`config.mk`:
```
export PLATFORM = sky130hd
export DESIGN_NAME = fifo_prio_split
export DESIGN_NICKNAME = d
export VERILOG_FILES = /design/src/rtl/fifo_prio_split.sv
export SDC_FILE = /design/constraint.sdc
export NUM_CORES = 1
export LEC_CHECK = 0
export ABC_AREA = 0
export BUFFER_PORTS_ARGS = -buffer_cell sky130_fd_sc_hd__buf_2
export CORE_ASPECT_RATIO = 0.8
export CORE_MARGIN = 2
export CORE_UTILIZATION = 30
export CTS_CLUSTER_DIAMETER = 120
export CTS_CLUSTER_SIZE = 25
export DETAILED_ROUTE_END_ITERATION = 16
export PLACE_DENSITY = 0.45
export REMOVE_ABC_BUFFERS = 1
export SYNTH_ARGS = -nofsm -noshare
export SYNTH_HDL_FRONTEND = slang
export SYNTH_SLANG_ARGS = --single-unit
```
`constraint.sdc`:
```
create_clock -name clk -period 7.1 [get_ports clk]
set_input_delay 1.42 -clock clk [delete_from_list [all_inputs] [get_ports clk]]
set_output_delay 1.42 -clock clk [all_outputs]
set_load 0.1 [all_outputs]
```
`src/rtl/fifo_prio_split.sv`:
```
// Two-class FIFO: writes are steered by wr_prio into independent HP/LP circular
// queues, each read on its own port with registered, 1-cycle-latency data.

module fifo_prio_split_q #(
    parameter int DATA_WIDTH = 16,
    parameter int DEPTH      = 8,
    parameter int ADDR_WIDTH = 3
) (
    input  logic                  clk,
    input  logic                  rst,
    input  logic                  wr_en,
    input  logic [DATA_WIDTH-1:0] din,
    input  logic                  rd_en,
    output logic [DATA_WIDTH-1:0] dout,
    output logic                  empty,
    output logic                  full,
    output logic [ADDR_WIDTH:0]   count,
    output logic                  ovf_evt,
    output logic                  udf_evt
);
    logic [DATA_WIDTH-1:0] mem_q [DEPTH];
    logic [ADDR_WIDTH:0]   wr_ptr_q, wr_ptr_d;
    logic [ADDR_WIDTH:0]   rd_ptr_q, rd_ptr_d;
    logic [DATA_WIDTH-1:0] dout_q, dout_d;
    logic                  wr_ok, rd_ok;

    // Status comes from start-of-cycle pointers only, so a same-cycle read never
    // frees room for a write and a same-cycle write never feeds a read.
    always_comb begin
        empty   = (wr_ptr_q == rd_ptr_q);
        full    = (wr_ptr_q[ADDR_WIDTH] != rd_ptr_q[ADDR_WIDTH]) &&
                  (wr_ptr_q[ADDR_WIDTH-1:0] == rd_ptr_q[ADDR_WIDTH-1:0]);
        count   = wr_ptr_q - rd_ptr_q;
        wr_ok   = wr_en && !full;
        rd_ok   = rd_en && !empty;
        ovf_evt = wr_en && full;
        udf_evt = rd_en && empty;
        wr_ptr_d = wr_ptr_q;
        rd_ptr_d = rd_ptr_q;
        dout_d   = dout_q;
        if (wr_ok) wr_ptr_d = wr_ptr_q + 1'b1;
        if (rd_ok) begin
            rd_ptr_d = rd_ptr_q + 1'b1;
            dout_d   = mem_q[rd_ptr_q[ADDR_WIDTH-1:0]];
        end
    end

    always_ff @(posedge clk) begin
        if (rst) begin
            wr_ptr_q <= '0;
            rd_ptr_q <= '0;
            dout_q   <= '0;
        end else begin
            wr_ptr_q <= wr_ptr_d;
            rd_ptr_q <= rd_ptr_d;
            dout_q   <= dout_d;
        end
    end

    // Storage is deliberately left out of reset.
    always_ff @(posedge clk) begin
        if (wr_ok) mem_q[wr_ptr_q[ADDR_WIDTH-1:0]] <= din;
    end

    assign dout = dout_q;
endmodule

module fifo_prio_split #(
    parameter int DATA_WIDTH = 16,
    parameter int DEPTH      = 8,
    parameter int ADDR_WIDTH = 3
) (
    input  logic                  clk,
    input  logic                  rst,
    input  logic                  wr_en,
    input  logic                  wr_prio,
    input  logic [DATA_WIDTH-1:0] din,
    input  logic                  hp_rd_en,
    output logic [DATA_WIDTH-1:0] hp_dout,
    input  logic                  lp_rd_en,
    output logic [DATA_WIDTH-1:0] lp_dout,
    output logic                  hp_empty,
    output logic                  hp_full,
    output logic                  lp_empty,
    output logic                  lp_full,
    output logic [ADDR_WIDTH:0]   hp_count,
    output logic [ADDR_WIDTH:0]   lp_count,
    output logic                  overflow,
    output logic                  underflow
);
    localparam int HP = 1;
    localparam int LP = 0;

    logic [1:0]                 q_wr, q_rd, q_empty, q_full, q_ovf, q_udf;
    logic [1:0][DATA_WIDTH-1:0] q_dout;
    logic [1:0][ADDR_WIDTH:0]   q_count;
    logic                       overflow_q, overflow_d;
    logic                       underflow_q, underflow_d;

    assign q_wr = {wr_en && wr_prio, wr_en && !wr_prio};
    assign q_rd = {hp_rd_en, lp_rd_en};

    for (genvar i = 0; i < 2; i++) begin : g_q
        fifo_prio_split_q #(
            .DATA_WIDTH(DATA_WIDTH),
            .DEPTH     (DEPTH),
            .ADDR_WIDTH(ADDR_WIDTH)
        ) u_q (
            .clk    (clk),
            .rst    (rst),
            .wr_en  (q_wr[i]),
            .din    (din),
            .rd_en  (q_rd[i]),
            .dout   (q_dout[i]),
            .empty  (q_empty[i]),
            .full   (q_full[i]),
            .count  (q_count[i]),
            .ovf_evt(q_ovf[i]),
            .udf_evt(q_udf[i])
        );
    end

    always_comb begin
        overflow_d  = overflow_q || (|q_ovf);
        underflow_d = underflow_q || (|q_udf);
    end

    always_ff @(posedge clk) begin
        if (rst) begin
            overflow_q  <= 1'b0;
            underflow_q <= 1'b0;
        end else begin
            overflow_q  <= overflow_d;
            underflow_q <= underflow_d;
        end
    end

    assign hp_dout   = q_dout[HP];
    assign lp_dout   = q_dout[LP];
    assign hp_empty  = q_empty[HP];
    assign hp_full   = q_full[HP];
    assign lp_empty  = q_empty[LP];
    assign lp_full   = q_full[LP];
    assign hp_count  = q_count[HP];
    assign lp_count  = q_count[LP];
    assign overflow  = overflow_q;
    assign underflow = underflow_q;
endmodule
```
Word level (Yosys, flattened, before mapping)
Memories as Yosys holds them, arrays and structs flattened. A register that Yosys moved wholly into a read port is not among the register bits.
Index checks and enable logic that the tools add are counted.

operators by class
  eq/ne operators = 6
  reductions and logical operators = 21
  add/sub/neg operators = 6
  multiplexer cells = 4

operators by type and width
  cell                                                            count
  4-bit by 1-bit adder with 4-bit output (second input constant)  4
  1-bit logical AND                                               12
  4-bit == test                                                   2
  4-bit subtractor                                                2
  3-bit == test                                                   2
  1-bit logical NOT                                               5
  1-bit two-way mux                                               4
  2-bit OR reduction                                              2
  1-bit logical OR                                                2
  1-bit inequality test                                           2

word-level totals
  bits of input ports = 22
  word-level logic and storage cells = 45
  output and inout port bits = 46
  memory bits (writable) = 256
  memories = 2
  register bits = 18

memory list
  name              depth  width  read ports  clocked after Yosys merged registers in  wr ports  RTL line  source
  g_q[0].u_q.mem_q  8      16     1           1                                        1         21        logic [DATA_WIDTH-1:0] mem_q [DEPTH];
  g_q[1].u_q.mem_q  8      16     1           1                                        1         21

Longest topological paths before layout
Gate-level depths: netlist of run 1.

  depth after elaboration = 6
  depth in mapped cells = 10
  gate-level depth less buffers = 6

By module
From an unflattened synthesis of run 1, not the netlist that was laid out.

second synthesis, totals
  cell total of the unflattened synthesis = 662
  area, all modules = 11826.3 um^2

modules (own cells, without submodules)
  module             seq. area each (um^2)  area each (um^2)  instances  cells each
  fifo_prio_split_q  4324.1                 5878.1            2          327
  fifo_prio_split    40.0                   70.1              1          8

Worst setup path after synthesis of run 1
Ideal clock, no wire load.

  path type = register -> output
  from = register g_q[1].u_q.rd_ptr_q[2]
  to = output port hp_count[3]
  path buffers = 2
  slack = 2.693 ns
  data arrival time = 2.987 ns
  cell stages (with the launch flop) = 7
  required time = 5.680 ns
  path through = dfxtp_1 -> clkbuf_1 -> clkinv_1 -> buf_2 -> ha_1 -> a21oi_1 -> xnor2_1

between the ends
  cells in the longest elaborated chain, start to end = 1

RTL lines
  item                      RTL line  source
  start: declaration        23        logic [ADDR_WIDTH:0] rd_ptr_q, rd_ptr_d;
  start signal: assignment  55        rd_ptr_q <= rd_ptr_d;
  4-bit subtractor          33        count = wr_ptr_q - rd_ptr_q;
  end: declaration          86        output logic [ADDR_WIDTH:0] hp_count,

Every way passes these cells.

Worst setup path after layout of run 1
  from = register g_q[0].u_q.rd_ptr_q[2]
  to = output port lp_empty

between the ends
  cells in the longest elaborated chain, start to end = 1

RTL lines
  item                      RTL line  source
  start: declaration        23
  start signal: assignment  55
  4-bit == test             30        empty = (wr_ptr_q == rd_ptr_q);
  end: declaration          84        output logic lp_empty,

Every way passes these cells.

==> results by group, run 1 <==
Finish
  • Total Nets Final: 762
  • Leading cell types in the layout, fill and taps excluded: 256 x edfxtp_1, 71 x nand2_1, 67 x buf_2, 64 x mux4_2, 55 x nor2_1
  • Diode insertion count for antenna repair: 0
  • Area growth from synthesis to layout: 12.60%
  • Multi-input gate area in the final layout: 2940 µm²
  • Fillers: 3,798
  • Most frequent standard cell in the layout excluding fill and tap cells: edfxtp_1
  • Register area: 8691 µm²
  • Fraction of layout instances using a drive strength above 1: 25.47%

Yosys
  • Most area-consuming cells after synthesis: edfxtp_1 65%, mux4_2 12%, dfxtp_1 8.5%
  • Synthesis Warnings: 0
  • Fraction of registers with async set/reset: 0%
  • Post-Syn Area per Cell: 17.96 µm²
  • Most frequently used flop master after synthesis: edfxtp_1
  • Post-Syn Area: 11,840 µm²
  • Synth Instances: 659
  • Cell type with the largest total area after synthesis: edfxtp_1
  • Number of register bits inferred by synthesis: 306
  • Count of flip-flops with a built-in enable after synthesis: 256
  • Seq/Total Area, Yosys: 73.39%
  • Area share of the largest cell type after synthesis: 64.93%
  • Count of different cell masters after synthesis: 40

Detailed routing
  • Routed WL: 26.31 mm
  • Number of vias in the routed layout: 6,029
  • Post-route DRC: 0
  • Number of design-rule violations left by the first detailed-router iteration: 474
  • Average wire per standard cell: 20.65 µm
  • DR pass1 iterations: 5
  • Number of nets with antenna violations after routing: 0
  • Vias/cell: 4.732

Pwr
  • Static Leak: 4.286 nW
  • Total power after layout: 0.003864 W
  • Cell area power density: 289.8 nW/µm²
  • Worst supply voltage drop on vdd: 0.1087 mV

STA
  • Count of endpoints failing hold in the final timing report: 0
  • Final worst path period need: 5.425 ns
  • Setup_tns: 0 ns
  • RSZ-0062 raised after global routing: false
  • Worst relative slew slack: 30.74%
  • Max Slew Vio Count: 0
  • Transition time at the pin with the least slew margin: 1.036 ns
  • Post-route fraction of the period consumed by the critical path: 76.40%
  • Peak Freq: 184.3 MHz
  • Post-route worst hold slack: 0.4518 ns
  • Final setup violation count: 0
  • Worst Clk Skew: 0.02982 ns
  • Worst setup slack after layout: 1.675 ns

Floorplanning
  • Count of boundary I/O pins: 68
  • Floorplan die area: 41,080 µm²
  • FP Rows: 65
  • Core box area: 39,200 µm²
  • Initial core utilization: 30.20%
  • Die Height: 181.7 µm
  • Die W: 226.1 µm

Worst setup path
  • WS Path Type: flop to output pin
  • Arr. time, crit path: 4.00 ns
  • Worst-path fanout max: 19
  • Startpoint kind of the worst setup timing path: flop
  • Setup slack of the most critical reg-to-reg path: 2.95 ns
  • Critical path required time: 5.68 ns
  • Worst Setup End Kind: output pin

Global route
  • Antenna violations before repair: 1
  • Wire length of the first global-routing pass: 39.43 mm
  • Global Route Usage Sum: 12.84%
  • Gr ovfl total: 0
  • Pin count of the biggest net entering global routing: 51
  • Via count of the first global-routing pass: 6,263

Clock network
  • CTS tree: yes
  • CTS Hold Buffers Added: 0
  • Number of clock sinks seen by CTS: 306
  • Post-cts resize count: 0
  • Clock insertion delay at the later pin of the skew report: 0.51 ns
  • Clock Tree Buf Depth: 3
  • Buffer count from post-CTS setup fixing: 0
  • Buffer type at the clock tree root: clkbuf_16
  • Number of buffers created by CTS: 16
  • Htree depth: 1
  • Clock edge transition at the registers on the reported setup and hold paths: 0.10 ns

Placement
  • Worst setup slack before clock tree synthesis: 2.220 ns
  • Count of input and output buffers: 67
  • Final estimated routing congestion in global placement: 0.7309
  • Detailed placement HPWL: 15.38 mm

Hold path
  • Path type of the worst min-delay path: flop to flop

Flow run
  • Max Cap Viol: 0

Status
  • Result of the run: finished clean
critical path, cell delays in order (launching register included):
cell and delay (ns):
dfxtp_1 0.95, clkinv_1 0.93, ha_1 0.67, nand3_1 0.27, nor2_1 0.22, buf_2 0.45
metrics by stage:
stage / util (%) / cells / instance area (µm²)
after floorplan: - / 622 / 11620
after global placement: 32.77 / 1246 / 12850
after detailed placement: 32.77 / 1246 / 12850
after CTS: 34.01 / 1274 / 13330
after global routing: 34.01 / 1274 / 13330
final: 34.01 / 1274 / 13330
kinds of logic after synthesis:
group,share of synthesized area (%)
AO/OA/AOI/OAI,3.857
AND/OR/NAND/NOR,5.147
multiplexers,12.34
adder cells (fa/ha/maj),1.395
XOR/XNOR,1.606
buffers and inverters,2.262
flip-flops,73.39
final cells by class:
class	count	share of cell area [%]
sequential	306	65.20
multi-input combinational	302	22.06
tap	536	5.031
timing repair buffer	88	3.698
clock buffer	27	3.473
inverter	14	0.3942
clock inverter	1	0.1502
sequential cells by signal (all words and copies together), names as in the netlist:
| name | flops |
|---|---|
| g_q.u_q.rd_ptr_q | 8 |
| g_q.u_q.wr_ptr_q | 8 |
| underflow | 1 |
| g_q.u_q.mem_q | 256 |
| g_q.u_q.dout | 32 |
| overflow | 1 |
cells in the mapped netlist, types with 2 or more instances:
master     count
a21o_1         2
a21oi_1        5
a311oi_1      32
and3_1         4
buf_2         10
buf_4          9
buf_6          4
clkbuf_1      13
clkinv_1       2
dfxtp_1       50
edfxtp_1     256
fa_1           2
ha_1          10
inv_1         12
mux2i_1        2
mux4_2        64
nand2_1       71
nand2b_1       3
nor2_1        55
nor3_1         9
nor4_1         2
o2111ai_1      3
o211ai_1       6
xnor2_1       11
xor2_1         7
path summary, 6_finish.rpt:
check	start	endpoint	cells past startpoint
worst max-delay path	g_q[0].u_q.rd_ptr_q[2]	lp_empty	5
worst min-delay path	overflow	overflow	2
worst min register to register	overflow	overflow	2
worst max register to register	g_q[0].u_q.rd_ptr_q[2]	g_q[0].u_q.mem_q[4][0]	6
where the power goes:
part	total, W	leakage (nW)	internal, W	switching, W
logic	0.000820	1.33	0.000209	0.000611
registers	0.00203	2.72	0.00200	0.0000330
clock network	0.00101	0.231	0.000459	0.000553
total	0.00386	4.29	0.00267	0.00120
per-layer routing:
layer / global-route usage (%) / wire, µm / vias to the layer above
li1: - / - / 2706
met1: 18.61 / 12730 / 3187
met2: 20.75 / 12190 / 108
met3: 2.087 / 1042 / 26
met4: 2.026 / 331 / 2
met5: 0 / 13 / -
(Power assumes the default switching activity.)
==> inputs of run 2 (changes only) <==
- clock period: 7.1 -> 5.1 ns (I/O delays scaled with it)
==> run 2 against run 1 <==
Against the previous run: critical path depth increased by 1; total power increased by 39%; via count decreased by 1.9%; clock power increased by 41%; combinational power increased by 39%; clock-buffer cell count unchanged; final area increased by 0.11%; non-clock buffer count increased by 2; sequential power increased by 39%.
==> results by group, run 2 (synthesized netlist as in run 1, its figures left out) <==
Status
  • Result of the run: finished clean (unchanged)

Detailed routing
  • Top routing layer used: met5 (unchanged)
  • Number of vias in the routed layout: 5,917 (was 6,029)
  • Post-route DRC: 0 (unchanged)
  • Average wire per standard cell: 20.66 µm (was 20.65 µm)
  • Number of design-rule violations left by the first detailed-router iteration: 388 (was 474)
  • Vias/cell: 4.637 (was 4.732)
  • DR pass1 iterations: 4 (was 5)
  • Number of nets with antenna violations after routing: 0 (unchanged)
  • Routed WL: 26.36 mm (was 26.31 mm)
  • Met2 routed wirelength: 12.00 mm (was 12.19 mm)
  • Met1 layer wirelength in the final routing: 12.99 mm (was 12.73 mm)
  • Wire length on met3: 967 µm (was 1.042 mm)

Global route
  • Gr ovfl total: 0 (unchanged)
  • Wire length of the first global-routing pass: 39.88 mm (was 39.43 mm)
  • Via count of the first global-routing pass: 6,327 (was 6,263)
  • Pin count of the biggest net entering global routing: 51 (unchanged)
  • Global Route Usage Sum: 13.06% (was 12.84%)
  • Antenna violations before repair: 1 (unchanged)

Clock network
  • Htree depth: 1 (unchanged)
  • Clock edge transition at the registers on the reported setup and hold paths: 0.11 ns (was 0.10 ns)
  • Post-cts resize count: 0 (unchanged)
  • CTS Hold Buffers Added: 0 (unchanged)
  • CTS tree: yes (unchanged)
  • Buffer count from post-CTS setup fixing: 0 (unchanged)
  • Clock insertion delay at the later pin of the skew report: 0.50 ns (was 0.51 ns)
  • Clock Tree Buf Depth: 3 (unchanged)
  • Number of clock sinks seen by CTS: 306 (unchanged)
  • Number of buffers created by CTS: 16 (unchanged)
  • Buffer type at the clock tree root: clkbuf_16 (unchanged)

STA
  • Max Slew Vio Count: 0 (unchanged)
  • Post-route worst hold slack: 0.4524 ns (was 0.4518 ns)
  • Final setup violation count: 0 (unchanged)
  • Setup_tns: 0 ns (unchanged)
  • RSZ-0062 raised after global routing: false (unchanged)
  • Peak Freq: 232.1 MHz
  • Worst Clk Skew: 0.01821 ns (was 0.02982 ns)
  • Final worst path period need: 4.308 ns
  • Transition time at the pin with the least slew margin: 0.9757 ns (was 1.036 ns)
  • Count of endpoints failing hold in the final timing report: 0 (unchanged)
  • Post-route fraction of the period consumed by the critical path: 84.47%
  • Worst relative slew slack: 34.79% (was 30.74%)

Finish
  • Flip-flop count of the largest register, all copies and words added: 256 (unchanged)
  • Most frequent standard cell in the layout excluding fill and tap cells: edfxtp_1 (unchanged)
  • Area growth from synthesis to layout: 12.72% (was 12.60%)
  • Leading cell types in the layout, fill and taps excluded: 256 x edfxtp_1, 71 x nand2_1, 67 x buf_2, 64 x mux4_2, 55 x nor2_1 (unchanged)
  • Total Nets Final: 764 (was 762)
  • Diode insertion count for antenna repair: 0 (unchanged)
  • Final cell count without fillers: 1,276 (was 1,274)
  • Final instance area: 13,350 µm² (was 13,330 µm²)
  • Fraction of layout instances using a drive strength above 1: 25.68% (was 25.47%)

Worst setup path
  • Critical Path Max Stage Delay: 0.68 ns (was 0.95 ns)
  • Cell chain of the critical path: buf_4 > clkinv_1 > ha_1 > nand3_2 > nor2_1 > buf_2 (was clkinv_1 > ha_1 > nand3_1 > nor2_1 > buf_2)
  • Worst-path fanout max: 19 (unchanged)
  • Critical path required time: 4.08 ns (was 5.68 ns)
  • Reg2Reg Depth: 6 (unchanged)
  • Number of buffer and inverter stages on the critical path: 3 (was 2)
  • Arr. time, crit path: 3.29 ns (was 4.00 ns)
  • Capturing point of the worst reg2reg path: g_q[1].u_q.mem_q[7][5] (was g_q[0].u_q.mem_q[4][0])
  • CP delay by family, top: buffers and inverters (unchanged)
  • WS Path Type: flop to output pin (unchanged)
  • Setup slack of the most critical reg-to-reg path: 1.67 ns (was 2.95 ns)
  • Total number of cells along the worst setup path: 6 (was 5)
  • Critical path capture point: hp_empty (was lp_empty)
  • Worst Setup SP: g_q[1].u_q.rd_ptr_q[2] (was g_q[0].u_q.rd_ptr_q[2])
  • Startpoint kind of the worst setup timing path: flop (unchanged)
  • FF-to-FF Start: g_q[1].u_q.rd_ptr_q[2] (was g_q[0].u_q.rd_ptr_q[2])
  • Worst Setup End Kind: output pin (unchanged)
  • Master of the slowest instance on the critical path: clkinv_1 (was dfxtp_1)

Floorplanning
  • Initial core utilization: 30.20% (unchanged)
  • Floorplan die area: 41,080 µm² (unchanged)
  • FP Rows: 65 (unchanged)
  • Die W: 226.1 µm (unchanged)
  • Die Height: 181.7 µm (unchanged)
  • Count of boundary I/O pins: 68 (unchanged)
  • Core box area: 39,200 µm² (unchanged)

Pwr
  • Static Leak: 4.297 nW (was 4.286 nW)
  • Worst supply voltage drop on vdd: 0.1784 mV (was 0.1087 mV)
  • Cell area power density: 403.5 nW/µm² (was 289.8 nW/µm²)

Placement
  • Final estimated routing congestion in global placement: 0.7239 (was 0.7309)
  • Post-placement cell area: 12,860 µm² (was 12,850 µm²)
  • Detailed placement HPWL: 15.59 mm (was 15.38 mm)
  • Count of input and output buffers: 67 (unchanged)
  • Cell count after placement: 1,248 (was 1,246)

Hold path
  • Path type of the worst min-delay path: flop to flop (unchanged)

Flow run
  • Max Cap Viol: 0 (unchanged)
==> run 2: cell count changes in the layout (fill, tap and decap cells not counted) <==
cell,change
buf_4,+2
==> run 2: worst min path at each step <==
stage,depth (start not counted),from,slack [ns],end
2_1_floorplan,2,g_q[0].u_q.wr_ptr_q[3],0.57,g_q[0].u_q.wr_ptr_q[3]
3_3_place_gp,2,overflow,0.43,overflow
3_5_place_dp,2,overflow,0.44,overflow
4_1_cts,2,overflow,0.45,overflow
5_1_grt,2,overflow,0.47,overflow
6_report,2,overflow,0.45,overflow
==> run 2: final cells by class <==
type | instances | area (µm²)
clock buffers | 27 | 462.9
clock inverters | 1 | 20.02
fillers | 3783 | 25850
inverters | 14 | 52.55
multi-input cells | 302 | 2940
flip-flops and latches | 306 | 8691
well taps | 536 | 670.6
repair buffers | 90 | 508.0
==> run 2: layer usage <==
| layer | vias up | global-route usage (%) |
|---|---|---|
| met5 | - | 0 |
| met1 | 3089 | 19.01 |
| met3 | 27 | 1.877 |
| li1 | 2705 | - |
| met4 | 2 | 2.053 |
| met2 | 94 | 21.19 |
==> run 2: stage by stage <==
stage,total power [W],utilization [%],setup slack [ns]
floorplan,0.003792,-,0.3519
global placement,0.004033,32.81,1.321
detailed placement,0.004046,32.81,1.269
CTS,0.005471,34.04,0.6993
global route,0.005617,34.04,0.5126
finish,0.005385,34.04,0.7922
==> run 2: worst reg2reg max path, cell delays in order, from the launching register on <==
cell	delay (ns)
dfxtp_1	0.32
buf_4	0.28
clkinv_1	0.68
ha_1	0.65
nand3_2	0.21
o2111ai_1	0.41
inv_1	0.48
==> run 2: power by group <==
| group | switching (W) | internal, W |
|---|---|---|
| logic | 0.000846 | 0.000290 |
| registers | 0.0000475 | 0.00278 |
| clock network | 0.000781 | 0.000640 |
==> inputs of run 3 (changes only) <==
- ABC_AREA: 0 -> 1
- clock period: 5.1 -> 4.39 ns (I/O delays scaled with it)
==> run 3 against run 2 <==
Against the previous run: final area rose by 9.5%; clock-buffer cell count did not move; clock skew rose by 0.011 ns; area after synthesis rose by 10%; non-clock buffer count rose by 6; die area rose by 10%; global-route usage rose by 1.8 points; utilization fell by 0.10 points; cell count rose by 51%; hold slack improved by 0.014 ns.
==> results by group, run 3 <==
STA
  • Final setup violation count: 0 (unchanged)
  • Final worst path period need: 3.695 ns
  • Setup_tns: 0 ns (unchanged)
  • Post-route worst hold slack: 0.4660 ns (was 0.4524 ns)
  • Worst Clk Skew: 0.02956 ns (was 0.01821 ns)
  • Peak Freq: 270.6 MHz
  • Worst relative slew slack: 45.07% (was 34.79%)
  • Worst setup slack after layout: 0.6946 ns (was 0.7922 ns)
  • RSZ-0062 raised after global routing: false (unchanged)
  • Transition time at the pin with the least slew margin: 0.8239 ns (was 0.9757 ns)
  • Count of endpoints failing hold in the final timing report: 0 (unchanged)
  • Max Slew Vio Count: 0 (unchanged)
  • Post-route fraction of the period consumed by the critical path: 84.18%

Floorplanning
  • FP Rows: 68 (was 65)
  • Initial core utilization: 30.34% (was 30.20%)
  • Core box area: 43,050 µm² (was 39,200 µm²)
  • Count of boundary I/O pins: 68 (unchanged)
  • Die Height: 190.6 µm (was 181.7 µm)
  • Floorplan die area: 45,240 µm² (was 41,080 µm²)
  • Die W: 237.3 µm (was 226.1 µm)

Global route
  • Pin count of the biggest net entering global routing: 67 (was 51)
  • Via count of the first global-routing pass: 8,272 (was 6,327)
  • Antenna violations before repair: 0 (was 1)
  • Wire length of the first global-routing pass: 51.20 mm (was 39.88 mm)
  • Gr ovfl total: 0 (unchanged)
  • Global Route Usage Sum: 14.81% (was 13.06%)

Clock network
  • Post-cts resize count: 0 (unchanged)
  • Clock edge transition at the registers on the reported setup and hold paths: 0.10 ns (was 0.11 ns)
  • CTS Hold Buffers Added: 0 (unchanged)
  • Number of buffers created by CTS: 16 (unchanged)
  • Clock Tree Buf Depth: 3 (unchanged)
  • Htree depth: 1 (unchanged)
  • Buffer type at the clock tree root: clkbuf_16 (unchanged)
  • Number of clock sinks seen by CTS: 306 (unchanged)
  • Buffer count from post-CTS setup fixing: 0 (unchanged)
  • CTS tree: yes (unchanged)
  • Clock insertion delay at the later pin of the skew report: 0.53 ns (was 0.50 ns)

Flow run
  • Max Cap Viol: 0 (unchanged)

Finish
  • Most frequent standard cell in the layout excluding fill and tap cells: nand2_1 (was edfxtp_1)
  • Fraction of layout instances using a drive strength above 1: 10.35% (was 25.68%)
  • Register area: 8691 µm² (unchanged)
  • Total Nets Final: 1,386 (was 764)
  • Diode insertion count for antenna repair: 0 (unchanged)
  • Leading cell types in the layout, fill and taps excluded: 390 x nand2_1, 256 x edfxtp_1, 214 x inv_1, 198 x nand3_1, 59 x buf_2 (was 256 x edfxtp_1, 71 x nand2_1, 67 x buf_2, 64 x mux4_2, 55 x nor2_1)
  • Flip-flop count of the largest register, all copies and words added: 256 (unchanged)
  • Final instance area: 14,610 µm² (was 13,350 µm²)
  • Fillers: 4,423 (was 3,783)
  • Area growth from synthesis to layout: 11.86% (was 12.72%)
  • Multi-input gate area in the final layout: 3204 µm² (was 2940 µm²)

Detailed routing
  • Number of vias in the routed layout: 8,560 (was 5,917)
  • Routed WL: 33.35 mm (was 26.36 mm)
  • DR pass1 iterations: 5 (was 4)
  • Average wire per standard cell: 17.35 µm (was 20.66 µm)
  • Post-route DRC: 0 (unchanged)
  • Vias/cell: 4.454 (was 4.637)
  • Number of nets with antenna violations after routing: 0 (unchanged)
  • Number of design-rule violations left by the first detailed-router iteration: 604 (was 388)

Pwr
  • Part of the total power dissipated in combinational logic: 25.5% (was 21.1%)
  • Total power after layout: 0.006691 W (was 0.005385 W)
  • Sequential share of power: 49.0% (was 52.5%)
  • Switching portion of total power: 34.94% (was 31.08%)
  • Static Leak: 6.122 nW (was 4.297 nW)
  • Int Pwr: 0.004353 W (was 0.003711 W)
  • Cell area power density: 457.9 nW/µm² (was 403.5 nW/µm²)
  • Share of total power in the clock network: 25.6% (was 26.4%)
  • Power dissipated by switching net loads: 0.002338 W (was 0.001674 W)
  • Worst supply voltage drop on vdd: 0.4977 mV (was 0.1784 mV)

Worst setup path
  • Critical path required time: 3.51 ns (was 4.08 ns)
  • Worst-path fanout max: 35 (was 19)
  • WS Path Type: flop to output pin (unchanged)
  • Arr. time, crit path: 2.82 ns (was 3.29 ns)
  • Worst Setup End Kind: output pin (unchanged)
  • FF-to-FF Start: g_q[0].u_q.rd_ptr_q[1] (was g_q[1].u_q.rd_ptr_q[2])
  • Capturing point of the worst reg2reg path: g_q[0].u_q.mem_q[0][12] (was g_q[1].u_q.mem_q[7][5])
  • Worst Setup SP: g_q[0].u_q.rd_ptr_q[1] (was g_q[1].u_q.rd_ptr_q[2])
  • Setup slack of the most critical reg-to-reg path: 1.22 ns (was 1.67 ns)
  • Critical path capture point: lp_count[3] (was hp_empty)
  • Startpoint kind of the worst setup timing path: flop (unchanged)
  • Reg2Reg Depth: 11 (was 6)

Yosys
  • Synth Instances: 1,297 (was 659)
  • Synthesis Warnings: 0 (unchanged)
  • Most frequently used flop master after synthesis: edfxtp_1 (unchanged)
  • Count of flip-flops with a built-in enable after synthesis: 256 (unchanged)
  • Seq/Total Area, Yosys: 66.51% (was 73.39%)
  • Area share of the largest cell type after synthesis: 58.85% (was 64.93%)
  • Number of register bits inferred by synthesis: 306 (unchanged)
  • Most area-consuming cells after synthesis: edfxtp_1 59%, nand2_1 11%, dfxtp_1 7.7% (was edfxtp_1 65%, mux4_2 12%, dfxtp_1 8.5%)
  • Count of different cell masters after synthesis: 27 (was 40)
  • Fraction of registers with async set/reset: 0% (unchanged)
  • Cell type with the largest total area after synthesis: edfxtp_1 (unchanged)
  • Post-Syn Area per Cell: 10.07 µm² (was 17.96 µm²)
  • Post-Syn Area: 13,060 µm² (was 11,840 µm²)
  • Cell types with the highest counts after synthesis: 390 x nand2_1, 256 x edfxtp_1, 214 x inv_1 (was 256 x edfxtp_1, 71 x nand2_1, 64 x mux4_2)
  • Cell with the most instances after synthesis: nand2_1 (was edfxtp_1)

Hold path
  • Hold-critical path depth: 2 (unchanged)
  • Path type of the worst min-delay path: flop to flop (unchanged)

Placement
  • Count of input and output buffers: 67 (unchanged)
  • Worst setup slack before clock tree synthesis: 1.222 ns (was 1.269 ns)
  • Final estimated routing congestion in global placement: 0.7458 (was 0.7239)
  • Detailed placement HPWL: 20.16 mm (was 15.59 mm)
  • Post-placement cell area: 14,130 µm² (was 12,860 µm²)

Status
  • Result of the run: finished clean (unchanged)
==> run 3: power groups by stage <==
stage          clock (W)  combinational (W)  sequential, W
2_1_floorplan          0           0.000783        0.00375
4_1_cts          0.00178            0.00173        0.00328
5_1_grt          0.00188            0.00185        0.00329
6_report         0.00171            0.00170        0.00328
3_5_place_dp           0            0.00173        0.00335
3_3_place_gp           0            0.00173        0.00334
==> run 3: logic make-up (layout without fill, tap and decap cells) <==
kind of cell	count (synthesis)	in the layout	synth area share, %
compound gates	58	58	2.251
xor+xnor	10	10	0.6705
fa+ha+maj	12	12	1.264
buf+inv	286	351	9.071
flops	306	306	66.51
simple gates	625	625	20.23
==> run 3: layer usage <==
| metal | share of wire [%] | GRT usage (%) |
|---|---|---|
| met5 | 0 | 0 |
| met4 | 1.2 | 2.225 |
| met3 | 3.2 | 1.882 |
| met2 | 44 | 23.09 |
| met1 | 51 | 22.43 |
==> run 3: layout make-up <==
cell class | count | area share [%]
repair buffers | 96 | 4.607
flip-flops and latches | 306 | 59.48
clock inverters | 1 | 0.1370
multi-input cells | 705 | 21.93
clock buffers | 27 | 3.168
well taps | 560 | 4.795
inverters | 227 | 5.883
==> run 3: how the worst min path moves through the flow <==
| stage | from | endpoint | slack (ns) |
|---|---|---|---|
| 6_report | g_q[1].u_q.dout[11] | g_q[1].u_q.dout[11] | 0.47 |
| 5_1_grt | g_q[0].u_q.dout[10] | g_q[0].u_q.dout[10] | 0.49 |
| 3_5_place_dp | g_q[1].u_q.dout[11] | g_q[1].u_q.dout[11] | 0.45 |
| 3_3_place_gp | g_q[1].u_q.dout[6] | g_q[1].u_q.dout[6] | 0.45 |
| 4_1_cts | g_q[1].u_q.dout[11] | g_q[1].u_q.dout[11] | 0.47 |
| 2_1_floorplan | g_q[0].u_q.wr_ptr_q[3] | g_q[0].u_q.wr_ptr_q[3] | 0.46 |
==> run 3: stage by stage <==
step,instances,utilization (%)
after global placement,1894,32.82
after detailed placement,1894,32.82
final,1922,33.94
after floorplan,1238,-
after global routing,1922,33.94
after CTS,1922,33.94
==> run 3: worst max-delay path: stages, from the launching register on <==
cell	delay, ns
dfxtp_1	0.32
buf_4	0.39
clkinv_1	0.36
ha_1	0.40
a21oi_1	0.16
nor2_1	0.05
nor2_1	0.12
xor2_1	0.28
buf_12	0.22
